## config.mk

```make
export PLATFORM = sky130hd
export DESIGN_NAME = pipe_ctrl
export DESIGN_NICKNAME = d
export VERILOG_FILES = /design/src/rtl/pipe_ctrl.sv
export SDC_FILE = /design/constraint.sdc
export NUM_CORES = 1
export LEC_CHECK = 0
export ABC_CLOCK_PERIOD_IN_PS = 1200
export CORE_ASPECT_RATIO = 0.5
export CORE_MARGIN = 4
export CORE_UTILIZATION = 40
export CTS_BUF_LIST = sky130_fd_sc_hd__clkbuf_8
export CTS_CLUSTER_SIZE = 30
export DETAILED_ROUTE_END_ITERATION = 7
export PLACE_DENSITY_LB_ADDON = 0.1
export SYNTH_ARGS = -nofsm -noshare
export SYNTH_HDL_FRONTEND = slang
export SYNTH_SLANG_ARGS = --single-unit
```

## constraint.sdc

```tcl
create_clock -name clk -period 1.2 [get_ports clk]
set_input_delay 0.12 -clock clk [delete_from_list [all_inputs] [get_ports clk]]
set_output_delay 0.12 -clock clk [all_outputs]
set_load 0.02 [all_outputs]
```

## src/rtl/pipe_ctrl.sv

```systemverilog
// Pipeline sequencer: merges stall requests, turns MEM exceptions into flush + redirect,
// and drains a stale AXI fetch. Optional perf counters via `define PIPE_CTRL_PERF_EN.
module pipe_ctrl #(
  parameter int ADDR_W = 32,
  parameter int CNT_W  = 32
) (
  input  logic              clk,
  input  logic              rst,
  input  logic              i_stallreq_if,
  input  logic              i_stallreq_id,
  input  logic              i_stallreq_ex,
  input  logic              i_stallreq_mem,
  input  logic              i_excp_valid,
  input  logic [ADDR_W-1:0] i_excp_target,
  input  logic              i_if_busy,
  output logic [5:0]        o_stall,
  output logic              o_flush,
  output logic [ADDR_W-1:0] o_new_pc,
  output logic              o_if_discard,
  output logic              o_busy
`ifdef PIPE_CTRL_PERF_EN
  ,
  output logic [CNT_W-1:0]  o_perf_stall_cycles,
  output logic [CNT_W-1:0]  o_perf_flush_count
`endif
);

  typedef enum logic {S_RUN = 1'b0, S_DRAIN = 1'b1} state_t;

  state_t            r_state;
  state_t            w_next;
  logic [ADDR_W-1:0] r_new_pc;
  logic [5:0]        w_req_stall;

  // Highest-priority request wins; each level also freezes every earlier stage.
  always_comb begin
    if (i_stallreq_mem)     w_req_stall = 6'b011111;
    else if (i_stallreq_ex) w_req_stall = 6'b001111;
    else if (i_stallreq_id) w_req_stall = 6'b000111;
    else if (i_stallreq_if) w_req_stall = 6'b000011;
    else                    w_req_stall = 6'b000000;
  end

  always_ff @(posedge clk) begin
    if (rst) r_state <= S_RUN;
    else     r_state <= w_next;
  end

  always_comb begin
    w_next = r_state;
    case (r_state)
      S_RUN:   if (i_excp_valid && i_if_busy) w_next = S_DRAIN;
      S_DRAIN: if (!i_if_busy) w_next = S_RUN;
      default: w_next = S_RUN;
    endcase
  end

  // During rst every output is forced to its reset value, whatever the inputs do.
  always_comb begin
    o_stall      = 6'b000000;
    o_flush      = 1'b0;
    o_if_discard = 1'b0;
    o_busy       = 1'b0;
    if (!rst) begin
      case (r_state)
        S_RUN: begin
          o_flush = i_excp_valid;
          o_stall = i_excp_valid ? 6'b000000 : w_req_stall;
        end
        S_DRAIN: begin
          o_flush      = i_excp_valid;
          o_stall      = 6'b000001;
          o_if_discard = 1'b1;
          o_busy       = 1'b1;
        end
        default: ;
      endcase
    end
  end

  assign o_new_pc = rst     ? '0 :
                    o_flush ? i_excp_target : r_new_pc;

  // Holds the most recent redirect; a flush in DRAIN overwrites it.
  always_ff @(posedge clk) begin
    if (rst)          r_new_pc <= '0;
    else if (o_flush) r_new_pc <= i_excp_target;
  end

`ifdef PIPE_CTRL_PERF_EN
  logic [CNT_W-1:0] r_perf_stall;
  logic [CNT_W-1:0] r_perf_flush;

  always_ff @(posedge clk) begin
    if (rst) begin
      r_perf_stall <= '0;
      r_perf_flush <= '0;
    end else begin
      if (o_stall[0] && !(&r_perf_stall)) r_perf_stall <= r_perf_stall + 1'b1;
      if (o_flush && !(&r_perf_flush))    r_perf_flush <= r_perf_flush + 1'b1;
    end
  end

  assign o_perf_stall_cycles = r_perf_stall;
  assign o_perf_flush_count  = r_perf_flush;
`endif

endmodule

```

==> reports/qor.csv <==
metric,value,unit
status,finished with violations,
failing checks,setup timing,
Critical Path Stages,3,
Worst-Skew Late Latency,0.28,ns
Fmax,816.7,MHz
post-synth net total,159,
final worst slack,-0.02450,ns
Simple-Gate Fraction of Synth Area,13.43,%
DP Worst Slack,-0.6714,ns
Layout Cells excl Fill,244,
Clock Path Buffers,2,
largest net degree at the start of global routing,22,
Post-synth EDFFs,0,
FF-to-FF setup slack,0.45,ns
CP cell instances,nor3_4 > o31a_1 > buf_6,
final hold viol count,0,
total of max-cap violations,0,
"Setup violations, final",4,
Worst VDD drop,0.7837,mV
gpl congestion,0.6756,
Synth Register Bits,33,
num ports,81,
"most common cell after layout, fill and taps aside",clkdlybuf4s50_1,
DP Cell Count,235,
CP Capture Point,o_stall[2],
ratio of cells with drive above 1 in the final layout,28.43,%
CTS sink cnt,33,
highest-count cells in the layout ignoring fill and taps,"clkdlybuf4s50_1 (34), mux2i_1 (32), nor2_1 (32), dfxtp_1 (32), buf_2 (28)",
FF-to-FF Start,r_state,
critical path's top delay family,flip-flops,
Synth Flop Type,dfxtp_1,
Final #Nets,243,
final slew viol count,0,
Buf/Inv on CP,1,
crit path launch,r_state,
RSZ-0062 raised after global routing,true,
CP max FO,4,
Root Buffer,clkbuf_8,
Initial Util,42.49,%
Synth warnings,0,
design area,0.002072,sq mm
CTS tree,yes,
I/O Buffers,79,
num rows,14,
vias in the first global route,1081,
Routed WL per cell,13.15,microns
first-pass GRT wire length,4754,microns
Adder-Cell Fraction of Synth Area,0,%
"Seq/Total Area, Yosys",51.01,%
"wirelength, routed",3208,microns
min cycle time layout,1.224,ns
DP Area,0.002106,sq mm
post-synthesis compound-gate area fraction,2.415,%
hold slack,0.3139,ns
mux share of post-synthesis cell area,24.73,%
asr flop ratio synth,0,%
main combinational cell family by area after synthesis,multiplexers,
post-route ant nets,0,
final setup TNS,-0.07001,ns
Max H-tree Level,2,
core area,0.003048,sq mm
Worst Skew,0,ns
Die ar.,0.004267,sq mm
worst reg2reg endpoint,r_state,
Crit Path Class,reg -> out,
"Arr. time, crit path",1.10,ns
vias per inst,4.439,
initial antenna violation count,0,
Static Leak,1.030,nW
XOR/XNOR Fraction of Synth Area,0,%
clock slew at reported path FFs,0.06,ns
Mapped Cells,119,
R2R depth,2,
number of diodes,0,
synth unique cells,16,
Mapped Avg Cell Area,10.88,sq um
Worst path slowest cell,dfxtp_2,
Critical Path RT,1.08,ns
Layout Area Growth over Synthesis,60.00,%
peak per-stage delay on the critical path,0.33,ns
CTS buffer count,5,
Total Routing Usage GR,15.29,%
DR vias,1083,
initial drt markers,38,
Die Y,48.24,microns
total power,2.464,mW
HP Class,in -> reg,
Die Wd,88.47,microns
"Core Util, Final",67.98,%
Worst setup EP type,output port,
DR DRC count,0,
Final Cycle Share,102.0,%
grt total ovfl,0,
drt pass-1 iters,3,
Power Dens Cells,1189,mW/mm^2
Filler Cells Inserted,276,
Syn Std Cell Area,0.001295,sq mm
critical path startpoint category,flop,
## synth_stat cells, types with 2 or more instances
master / count / share of area, %
nor2b_1: 3 / 1.4
nor2_1: 32 / 9.3
buf_12: 3 / 4.6
mux2i_1: 32 / 25
buf_4: 3 / 1.7
clkbuf_1: 3 / 0.87
o21a_1: 2 / 1.2
dfxtp_1: 33 / 51
## final cells by class
| type | count | area, sq um | area share [%] |
|---|---|---|---|
| flip-flops and latches | 33 | 661.9 | 31.94 |
| clock inverters | 3 | 11.26 | 0.5435 |
| clock buffers | 5 | 68.82 | 3.321 |
| repair buffers | 87 | 737.0 | 35.57 |
| multi-input cells | 76 | 543.0 | 26.21 |
| well taps | 40 | 50.05 | 2.415 |
## registers in the layout, summed over array words and instances (netlist names)
signal    cells
r_state       1
r_new_pc     32
## timing repair
| action | 4_1_cts | 5_1_grt |
|---|---|---|
| buffers inserted | 0 | 0 |
| gates cloned | 1 | 0 |
| pin swaps | 3 | 1 |
| setup endpoints to repair | 40 | 35 |
| gates resized for setup | 139 | 32 |
| hold buffers | 0 | 0 |
## power by group
group / leakage (nW) / switching (mW) / total (mW) / internal [mW]
Sequential: 0.273 / 0.0159 / 1.18 / 1.16
Combinational: 0.705 / 0.260 / 0.539 / 0.279
Clock: 0.0519 / 0.363 / 0.749 / 0.385
## how the worst min path moves through the flow
stage	startpoint	endpoint	slack [ns]	cells after the start
after floorplan	i_if_busy	r_state	0.24	1
after global placement	r_new_pc[18]	r_new_pc[18]	0.49	2
after detailed placement	r_new_pc[15]	r_new_pc[15]	0.50	2
after CTS	i_excp_valid	r_new_pc[0]	0.32	4
after global routing	i_excp_valid	r_new_pc[0]	0.34	4
final	i_excp_valid	r_new_pc[0]	0.31	4
## metal layers
layer	wire length, microns	track usage (%)	vias to the layer above
met5	0	0	-
met4	19	5.422	0
met3	370	8.600	2
met2	1551	26.00	43
met1	1267	16.68	475
li1	-	-	563
## cells by family after synthesis
group / Yosys count
AND/OR/NAND/NOR: 39
other: 1
flip-flops: 33
multiplexers: 32
buffers and inverters: 10
AO/OA/AOI/OAI: 4
## worst reg2reg max path, delay by kind of cell, from the launching register on
family | cells | cell delay, ns
flip-flops | 1 | 0.33
AND/OR/NAND/NOR | 1 | 0.13
AO/OA/AOI/OAI | 1 | 0.18
No activity file was read; power rests on OpenSTA's default activity.
